<file path="src/rtl/bram_line_reader_pkg.sv">
// -----------------------------------------------------------------------------
// bram_line_reader_pkg
// Shared types and default sizes for the BRAM line reader slice.
//   state_t          : reader FSM states (IDLE, READ, DRAIN)
//   DEF_ADDR_BITS    : default BRAM address width (addresses wrap modulo 2**n)
//   DEF_DATA_W       : default pixel width (RGB 8:8:8)
//   DEF_LEN_BITS     : default width of the line length field
// -----------------------------------------------------------------------------
package bram_line_reader_pkg;

    localparam int DEF_ADDR_BITS = 11;
    localparam int DEF_DATA_W    = 24;
    localparam int DEF_LEN_BITS  = 12;

    typedef enum logic [1:0] {
        IDLE  = 2'd0,
        READ  = 2'd1,
        DRAIN = 2'd2
    } state_t;

endpackage

</file>
<file path="src/rtl/bram_line_reader_if.sv">
// -----------------------------------------------------------------------------
// bram_line_reader_if
// Pixel stream (valid/ready with last flag) leaving the line reader.
//   m_data  : pixel value
//   m_valid : pixel valid
//   m_ready : downstream accept
//   m_last  : final pixel of the line
// Modports: master (reader side), slave (datapath side).
// -----------------------------------------------------------------------------
interface bram_line_reader_if #(
    parameter int DATA_W = bram_line_reader_pkg::DEF_DATA_W
);
    logic [DATA_W-1:0] m_data;
    logic              m_valid;
    logic              m_ready;
    logic              m_last;

    modport master (output m_data, output m_valid, output m_last, input m_ready);
    modport slave  (input m_data, input m_valid, input m_last, output m_ready);
endinterface

</file>
<file path="src/rtl/bram_line_reader_addr_gen.sv">
// -----------------------------------------------------------------------------
// line_addr_gen
// Address/length sequencer for one line read.
//   clk, rst   : clock, synchronous active-high reset
//   load       : capture base/len/mirror for a new line
//   base, len  : first address and pixel count
//   mirror     : 1 = walk from base+len-1 down to base, 0 = walk upward
//   step       : one address has been issued; advance
//   addr       : address to issue now
//   remaining  : pixels not yet issued (including addr)
//   is_last    : addr is the final address of the line
// -----------------------------------------------------------------------------
module line_addr_gen #(
    parameter int ADDR_BITS = 11,
    parameter int LEN_BITS  = 12
) (
    input  logic                 clk,
    input  logic                 rst,
    input  logic                 load,
    input  logic [ADDR_BITS-1:0] base,
    input  logic [LEN_BITS-1:0]  len,
    input  logic                 mirror,
    input  logic                 step,
    output logic [ADDR_BITS-1:0] addr,
    output logic [LEN_BITS-1:0]  remaining,
    output logic                 is_last
);

    logic [ADDR_BITS-1:0] cur_r;
    logic [LEN_BITS-1:0]  rem_r;
    logic                 dir_r;

    // Address counter, remaining count and walk direction.
    always_ff @(posedge clk) begin
        if (rst) begin
            cur_r <= {ADDR_BITS{1'b0}};
            rem_r <= {LEN_BITS{1'b0}};
            dir_r <= 1'b0;
        end else if (load) begin
            dir_r <= mirror;
            rem_r <= len;
            // Mirrored lines start at the far end; truncation gives the modulo wrap.
            cur_r <= mirror ? (base + ADDR_BITS'(len) - ADDR_BITS'(1'b1)) : base;
        end else if (step) begin
            cur_r <= dir_r ? (cur_r - ADDR_BITS'(1'b1)) : (cur_r + ADDR_BITS'(1'b1));
            rem_r <= rem_r - LEN_BITS'(1'b1);
        end else begin
            cur_r <= cur_r;
            rem_r <= rem_r;
            dir_r <= dir_r;
        end
    end

    assign addr      = cur_r;
    assign remaining = rem_r;
    assign is_last   = (rem_r == LEN_BITS'(1'b1));

endmodule

</file>
<file path="src/rtl/bram_line_reader.sv">
// -----------------------------------------------------------------------------
// bram_line_reader
// Port-B read master for the pixel BRAM: on start, streams line_len pixels from
// base_addr as a valid/ready stream with a last flag, at 1 pixel/clk. The BRAM
// read enable doubles as the stall: the registered BRAM output holds while
// mem_en is low, so no skid buffer is needed.
// Ports:
//   clk, rst            : clock, synchronous active-high reset
//   start               : 1-cycle command, honoured only while busy==0
//   base_addr, line_len : line description, sampled with start
//   mirror              : (BRAM_LINE_READER_MIRROR_EN builds only) reverse walk
//   busy                : line in progress
//   done                : 1-cycle pulse at line end or for a zero-length command
//   mem_addr, mem_en    : BRAM port-B address and read/advance strobe
//   mem_wr              : BRAM write enable, always 0
//   mem_data            : BRAM read data (1-cycle registered latency)
//   m                   : pixel stream (master modport)
// Build option: define BRAM_LINE_READER_MIRROR_EN to add the mirror input.
// -----------------------------------------------------------------------------
module bram_line_reader
    import bram_line_reader_pkg::*;
#(
    parameter int ADDR_BITS = DEF_ADDR_BITS,
    parameter int DATA_W    = DEF_DATA_W,
    parameter int LEN_BITS  = DEF_LEN_BITS
) (
    input  logic                 clk,
    input  logic                 rst,
    input  logic                 start,
    input  logic [ADDR_BITS-1:0] base_addr,
    input  logic [LEN_BITS-1:0]  line_len,
`ifdef BRAM_LINE_READER_MIRROR_EN
    input  logic                 mirror,
`endif
    output logic                 busy,
    output logic                 done,
    output logic [ADDR_BITS-1:0] mem_addr,
    output logic                 mem_en,
    output logic                 mem_wr,
    input  logic [DATA_W-1:0]    mem_data,
    bram_line_reader_if.master   m
);

    state_t state_r, state_nx;
    logic   m_valid_r, valid_nx;
    logic   last_q_r, last_nx;
    logic   done_r, done_nx;
    logic   adv_s, load_s, step_s, mem_en_s, mirror_s, is_last_s;
    logic [LEN_BITS-1:0] remaining_s;

`ifdef BRAM_LINE_READER_MIRROR_EN
    assign mirror_s = mirror;
`else
    assign mirror_s = 1'b0;
`endif

    line_addr_gen #(
        .ADDR_BITS (ADDR_BITS),
        .LEN_BITS  (LEN_BITS)
    ) u_addr_gen (
        .clk       (clk),
        .rst       (rst),
        .load      (load_s),
        .base      (base_addr),
        .len       (line_len),
        .mirror    (mirror_s),
        .step      (step_s),
        .addr      (mem_addr),
        .remaining (remaining_s),
        .is_last   (is_last_s)
    );

    // The output slot can take a new pixel when empty or being consumed.
    assign adv_s = !m_valid_r || m.m_ready;

    // Next-state, BRAM strobe and stream flag decode.
    always_comb begin
        state_nx = state_r;
        valid_nx = m_valid_r;
        last_nx  = last_q_r;
        done_nx  = 1'b0;
        load_s   = 1'b0;
        step_s   = 1'b0;
        mem_en_s = 1'b0;
        case (state_r)
            IDLE: begin
                if (start) begin
                    if (line_len != {LEN_BITS{1'b0}}) begin
                        load_s   = 1'b1;
                        state_nx = READ;
                    end else begin
                        done_nx  = 1'b1;
                    end
                end else begin
                    state_nx = IDLE;
                end
            end
            READ: begin
                if (adv_s) begin
                    mem_en_s = 1'b1;
                    step_s   = 1'b1;
                    valid_nx = 1'b1;
                    last_nx  = is_last_s;
                    if (is_last_s) begin
                        state_nx = DRAIN;
                    end else begin
                        state_nx = READ;
                    end
                end else begin
                    state_nx = READ;
                end
            end
            DRAIN: begin
                // Advancing here with m_valid set is the handshake of the last beat.
                if (adv_s) begin
                    mem_en_s = 1'b1;
                    valid_nx = 1'b0;
                    last_nx  = 1'b0;
                    done_nx  = m_valid_r;
                    state_nx = IDLE;
                end else begin
                    state_nx = DRAIN;
                end
            end
            default: begin
                state_nx = IDLE;
                valid_nx = 1'b0;
                last_nx  = 1'b0;
            end
        endcase
    end

    // FSM state, stream flags and done pulse.
    always_ff @(posedge clk) begin
        if (rst) begin
            state_r   <= IDLE;
            m_valid_r <= 1'b0;
            last_q_r  <= 1'b0;
            done_r    <= 1'b0;
        end else begin
            state_r   <= state_nx;
            m_valid_r <= valid_nx;
            last_q_r  <= last_nx;
            done_r    <= done_nx;
        end
    end

    assign busy      = (state_r != IDLE);
    assign done      = done_r;
    assign mem_en    = mem_en_s;
    assign mem_wr    = 1'b0;
    assign m.m_data  = mem_data;
    assign m.m_valid = m_valid_r;
    assign m.m_last  = m_valid_r & last_q_r;

endmodule

</file>
<file path="src/flat_wrapper.sv">
// flat-port wrapper written by rule: the top's interface ports become plain ports
module bram_line_reader_flat import bram_line_reader_pkg::*;
#(
    parameter int ADDR_BITS = DEF_ADDR_BITS,
    parameter int DATA_W    = DEF_DATA_W,
    parameter int LEN_BITS  = DEF_LEN_BITS
)
  (clk, rst, start, base_addr, line_len, busy, done, mem_addr, mem_en, mem_wr, mem_data, m_m_data, m_m_valid, m_m_last, m_m_ready);
  bram_line_reader_if #(.DATA_W(DATA_W)) m_i ();
  input  logic clk;
  input  logic rst;
  input  logic start;
  input  logic [ADDR_BITS-1:0] base_addr;
  input  logic [LEN_BITS-1:0] line_len;
  output logic busy;
  output logic done;
  output logic [ADDR_BITS-1:0] mem_addr;
  output logic mem_en;
  output logic mem_wr;
  input  logic [DATA_W-1:0] mem_data;
  output wire logic [$bits(m_i.m_data)-1:0] m_m_data;
  output wire logic [$bits(m_i.m_valid)-1:0] m_m_valid;
  output wire logic [$bits(m_i.m_last)-1:0] m_m_last;
  input wire logic [$bits(m_i.m_ready)-1:0] m_m_ready;
  assign m_m_data = m_i.m_data;
  assign m_m_valid = m_i.m_valid;
  assign m_m_last = m_i.m_last;
  assign m_i.m_ready = m_m_ready;
  bram_line_reader #(.ADDR_BITS(ADDR_BITS), .DATA_W(DATA_W), .LEN_BITS(LEN_BITS)) u_core (.clk(clk), .rst(rst), .start(start), .base_addr(base_addr), .line_len(line_len), .busy(busy), .done(done), .mem_addr(mem_addr), .mem_en(mem_en), .mem_wr(mem_wr), .mem_data(mem_data), .m(m_i));
endmodule
</file>
<file path="config.mk">
export PLATFORM = sky130hd
export DESIGN_NAME = bram_line_reader_flat
export DESIGN_NICKNAME = d
export VERILOG_FILES = /design/src/rtl/bram_line_reader_pkg.sv /design/src/rtl/bram_line_reader_if.sv /design/src/rtl/bram_line_reader_addr_gen.sv /design/src/rtl/bram_line_reader.sv /design/src/flat_wrapper.sv
export SDC_FILE = /design/constraint.sdc
export NUM_CORES = 1
export LEC_CHECK = 0
export ABC_AREA = 1
export BUFFER_PORTS_ARGS = -buffer_cell sky130_fd_sc_hd__buf_2
export CAP_MARGIN = 0
export CELL_PAD_IN_SITES_DETAIL_PLACEMENT = 1
export CELL_PAD_IN_SITES_GLOBAL_PLACEMENT = 1
export CORE_AREA = 2 2 82 84
export DETAILED_ROUTE_END_ITERATION = 10
export DIE_AREA = 0 0 84 86
export GPL_TIMING_DRIVEN = 0
export PLACE_DENSITY = 0.87
export SYNTH_ARGS = -nofsm -noshare
export SYNTH_HDL_FRONTEND = slang
export SYNTH_SLANG_ARGS = --single-unit
</file>
<file path="constraint.sdc">
create_clock -name clk -period 3.65 [get_ports clk]
set_input_delay 0.365 -clock clk [delete_from_list [all_inputs] [get_ports clk]]
set_output_delay 0.365 -clock clk [all_outputs]
set_load 0.005 [all_outputs]
</file>
Word level (Yosys, flattened, before mapping):

Index checks and enable logic that the tools add are counted.

* flip-flop bits (word level): 28
* output and inout port bits: 41
* input port bits: 51
* logic and storage cells: 49

* reductions and logical operators: 8
* $add $sub $neg: 2
* mux-type cells: 25
* bitwise logic cells: 2
* equal/unequal tests: 6

Operators with widths (number)
* 12-bit 2-to-1 mux: 2
* 11-bit 2-to-1 mux: 2
* 12-bit by 1-bit == test with 1-bit output (second input constant): 1
* 1-bit 2-to-1 mux: 12
* 12-bit nonzero test: 1
* 12-bit by 1-bit subtractor with 12-bit output (second input constant): 1
* 11-bit by 1-bit adder with 11-bit output (second input constant): 1
* 2-bit 2-to-1 mux: 5
* 1-bit case mux with 3 select lines: 2
* 2-bit case mux with 3 select lines: 1
* 2-bit by 1-bit != test with 1-bit output (second input constant): 2
* 2-bit nonzero test: 2
* 3-bit by 2-bit != test with 1-bit output (second input constant): 1
* 3-bit AND reduction: 1
* 2-bit by 1-bit == test with 1-bit output (second input constant): 1
* 2-bit == test (second input constant): 1
* 2-bit zero test: 1
* 1-bit case mux with 2 select lines: 1
* 2-bit OR reduction: 1
* 1-bit AND: 1
* 1-bit zero test: 1
* 1-bit logical OR: 1
* 1-bit NOT: 1

Logic depth before layout (Yosys ltp):

* depth in word-level cells: 6
* mapped depth: 10
* gate-level depth less buffers: 10

By module:

A second synthesis with hierarchy kept.

* cells, all modules: 542
* area, all modules: 3344.5 um2

By module, submodules not included
* line_addr_gen: sequential area each 480.5 um2, times used 1, cells each 453, area an instance 2761.4 um2
* bram_line_reader: sequential area each 100.1 um2, times used 1, cells each 89, area an instance 583.1 um2

Worst setup path before layout:

OpenSTA, ideal clock, no wires.

* path kind: register to register
* start point: register u_core.u_addr_gen.cur_r[0], in the netlist u_core.u_addr_gen.addr[0]
* end point: register u_core.u_addr_gen.cur_r[10], in the netlist u_core.u_addr_gen.addr[10]
* cell stages (with the launch flop): 11
* data required time: 3.522 ns
* clock period less this slack: 1.435 ns
* library setup time: 0.128 ns
* setup slack: 2.215 ns
* path buffers: 0
* arrival time: 1.308 ns
* cell sequence: dfxtp_1 -> ha_1 -> nand3_1 -> nor2_1 -> nand2_1 -> nor2_1 -> nand2_1 -> nand2_1 -> nor2_1 -> nor2_1 -> nor2_1

* word-level cells in the longest chain between the ends: 3

Ends and longest elaborated chain
* from (decl): line bram_line_reader_addr_gen.sv:29 `logic [ADDR_BITS-1:0] cur_r;`
* from (signal assigned): line bram_line_reader_addr_gen.sv:36 `cur_r <= {ADDR_BITS{1'b0}};`
* from (signal assigned): line bram_line_reader_addr_gen.sv:43 `cur_r <= mirror ? (base + ADDR_BITS'(len) - ADDR_BITS'(1'b1)) : base;`
* from (signal assigned): line bram_line_reader_addr_gen.sv:45 `cur_r <= dir_r ? (cur_r - ADDR_BITS'(1'b1)) : (cur_r + ADDR_BITS'(1'b1));`
* 11-bit by 1-bit adder with 11-bit output: line bram_line_reader_addr_gen.sv:45
* 11-bit 2-to-1 mux: line bram_line_reader_addr_gen.sv:44 `end else if (step) begin`
* 11-bit 2-to-1 mux: line bram_line_reader_addr_gen.sv:39 `end else if (load) begin`

No other way between the ends. The select of a mux whose other input is x is not followed.
A chain may end at the register's enable or synchronous reset.

Worst setup path in the final report:

* start point: register u_core.state_r[1]
* end point: register u_core.u_addr_gen.rem_r[1], in the netlist u_core.u_addr_gen.remaining[1]

* word-level cells in the longest chain between the ends: 3
* elaborated cells between the ends (all ways): 6
* those cells by class: eq/ne (1); mux (3); reduce/logical (2)

Ends and longest elaborated chain
* from (decl): line bram_line_reader.sv:44 `state_t state_r, state_nx;`
* from (signal assigned): line bram_line_reader.sv:141 `state_r <= state_nx;`
* 2-bit by 1-bit == test with 1-bit output / 2-bit zero test (equally long branches): line bram_line_reader.sv:85 `case (state_r)`
* 1-bit 2-to-1 mux: line bram_line_reader.sv:85
* 2-bit nonzero test (no line) / 12-bit 2-to-1 mux (equally long branches)
* to (signal assigned): line bram_line_reader_addr_gen.sv:41 `rem_r <= len;`
* to (signal assigned): line bram_line_reader_addr_gen.sv:46 `rem_r <= rem_r - LEN_BITS'(1'b1);`
* to (signal assigned): line bram_line_reader_addr_gen.sv:49 `rem_r <= rem_r;`
* to (decl): line bram_line_reader_addr_gen.sv:30 `logic [LEN_BITS-1:0] rem_r;`

Parallel ways exist; a longest one is shown, timed or not.

==> impl_metrics.ini <==
[routing]
viasPerCell = 4.93
vias = 2340
drc_errors = 0
dr.pass1.iters = 4
drt_wl_total_um = 6680
ant_nets = 0
drt_iter0_drc = 72
wl_per_cell_um = 14.1

[grt]
antenna_found_initial = 0
grt.overflow.total = 0
grt_first_pass_wirelength_um = 11200
first_global_vias = 2483
grt_max_degree = 16
track_usage_pct = 19.0

[sta]
setup_slack_ns = 1.67
rsz0062_at_grt = false
fin_worst_skew_ns = 0.00338
setup_total_negative_slack_ns = 0
slew_headroom_pct = 61.9
tightest_slew_ns = 0.571
drv_slew = 0
fmax_ghz = 0.506
setup_viol = 0
finalCriticalPeriod_ns = 1.98
final_hold_viol_count = 0
finalCritPeriodShare_pct = 54.2

[die]
core_mm2 = 0.00628
dieWidth_um = 84
io_pins = 92
die_y_um = 86
initial_core_util_pct = 33.7
rows = 29
dieArea_mm2 = 0.00722

[finish]
nets = 457
fin_cells = 475
diodes = 0
area_growth_pct = 22.8
nFillCells = 877
drive_above_1_share_pct = 27.9

[yosys]
ys_ff_latch = 28
netlist_instances = 328
syn_area_mm2 = 0.00211
synth_edf_count = 0
synthArstFlopShare_pct = 0
ys_seq_area_share_pct = 26.5
synth_top_cell_area_share_pct = 26.5
yosysWarnings = 0
synth.area.top_cells = dfxtp_1, nand2_1, nand3_1
synth_ff_type = dfxtp_1
synth_area_leader_cell = dfxtp_1
synth_cell_types = 29
synth_nets = 386
synth.avg_cell_area_um2 = 6.44

[pwr]
ir_worst_vdd_mv = 0.227
powerDensity_mw_per_mm2 = 329
p_leak_nw = 1.36

[clocking]
path_clk_slew_ns = 0.11
cts_tree = yes
htreeDepth = 1
clock_sinks = 28
cts.path.max_buffers = 2
worst_skew_pair.late_latency_ns = 0.29
cts_resized = 0
postCtsSetupRepairBufs = 0
cts_inserted_buffers = 3
postCtsHoldBufs = 0
cts_root_buf = clkbuf_8

[status]
status = finished, final reports clean

[placed_design]
place_worst_setup_slack_ns = 1.79
globalplace.congestion = 0.916
placed_cells = 471
dp_hpwl_um = 5310
port_buffers = 66

[worst_setup_path]
cp-end-kind = flip-flop
crit_type = flip-flop to flip-flop
crit_fanout = 7
start_kind = flip-flop
cp.arrival_ns = 2.21
required_ns = 3.89

[worst_hold_path]
hp-class = input port to flip-flop

[flow_run]
drv_cap = 0
-- worst max-delay path, stage by stage, from the launching register on --
cell     delay, ns
dfxtp_1       0.40
inv_1         0.08
ha_1          0.22
nand2_2       0.16
inv_1         0.20
a21oi_1       0.51
nand2_1       0.12
nand3_1       0.11
nand2_1       0.06
inv_1         0.09
-- synthesized netlist by cell type (2+ instances only) --
master	instances
a21oi_1	15
xor2_1	9
o21ai_0	12
nor2_1	43
nor3_1	5
nor2_4	2
dfxtp_1	28
buf_6	2
nand3b_1	6
nand3_1	47
clkbuf_1	2
ha_1	7
or2_1	2
nand4_1	2
nand2_1	66
inv_1	37
buf_2	3
nand2_4	3
buf_4	27
-- sequential cells by signal, summed over array words and instances (netlist names) --
register,flops
u_core.done,1
u_core.state_r,2
u_core.u_addr_gen.remaining,12
u_core.m.m_valid,1
u_core.last_q_r,1
u_core.u_addr_gen.addr,11
-- report_power, final --
group	switching (mW)	internal [mW]	leakage, nW
registers	0.0305	0.333	0.231
logic	0.166	0.118	1.10
clock network	0.110	0.0971	0.0288
total	0.306	0.547	1.36
-- cells by family (layout without fill, tap and decap cells) --
family | count (synthesis) | in the layout | synth area share, %
and+or+nand+nor | 179 | 179 | 38.5
DFF | 28 | 28 | 26.5
buffers and inverters | 72 | 142 | 18.5
AOI/OAI and AO/OA | 32 | 32 | 8.41
xor gates and xnor gates | 9 | 9 | 3.73
adders and majority gates | 7 | 7 | 4.14
other | 1 | 1 | 0.177
-- layout by cell type (no fill, tap or decap) --
| master | netlist | layout |
|---|---|---|
| clkbuf_1 | 2 | 2 |
| o21ai_0 | 12 | 12 |
| buf_1 | 1 | 1 |
| or2_1 | 2 | 2 |
| a211oi_1 | 1 | 1 |
| dfxtp_1 | 28 | 28 |
| nand3_1 | 47 | 47 |
| conb_1 | 1 | 1 |
| nor2_4 | 2 | 2 |
| nand3b_1 | 6 | 6 |
| nor4_1 | 1 | 1 |
| nand2_2 | 1 | 1 |
| nor2_1 | 43 | 43 |
| nand4_1 | 2 | 2 |
| buf_4 | 27 | 27 |
| nand2_4 | 3 | 3 |
| inv_1 | 37 | 37 |
| a21oi_2 | 1 | 1 |
| clkbuf_8 | 0 | 4 |
| buf_2 | 3 | 69 |
| a211oi_2 | 1 | 1 |
| a31oi_1 | 1 | 1 |
| nand2_1 | 66 | 66 |
| nor3_1 | 5 | 5 |
| o21bai_1 | 1 | 1 |
| buf_6 | 2 | 2 |
| ha_1 | 7 | 7 |
| xor2_1 | 9 | 9 |
| a21oi_1 | 15 | 15 |
| nor2_2 | 1 | 1 |
-- final cells by class --
class | count | area [um2] | share of cell area [%]
Multi-Input combinational cell | 228 | 1160 | 44.8
Sequential cell | 28 | 561 | 21.6
Timing Repair Buffer | 66 | 330 | 12.7
Buffer | 35 | 251 | 9.69
Inverter | 37 | 139 | 5.35
Tap cell | 77 | 96.3 | 3.71
Clock buffer | 4 | 55.1 | 2.12
-- routing by layer --
metal,routed length [um],global-route usage (%)
met5,0,0
met4,87,5.28
met3,420,4.04
met2,3220,34.5
met1,2950,22.6
-- path summary, 6_finish.rpt --
path	from	endpoint	slack (ns)	cells after the start
worst max-delay path	u_core.state_r[1]	u_core.u_addr_gen.remaining[1]	1.67	9
worst min-delay path	rst	u_core.u_addr_gen.addr[0]	0.34	2
worst max register to register	u_core.state_r[1]	u_core.u_addr_gen.remaining[1]	1.67	9
worst min register to register	u_core.last_q_r	u_core.last_q_r	0.49	2
-- per-stage QoR --
stage	power [mW]	util [%]	area (um2)	hold slack [ns]
CTS	0.862	41.3	2590	0.333
global route	0.916	41.3	2590	0.339
floorplan	0.550	-	2110	0.434
global placement	0.639	40.5	2540	0.458
finish	0.854	41.3	2590	0.339
detailed placement	0.651	40.5	2540	0.474
Power figures use the tool's default switching activity.
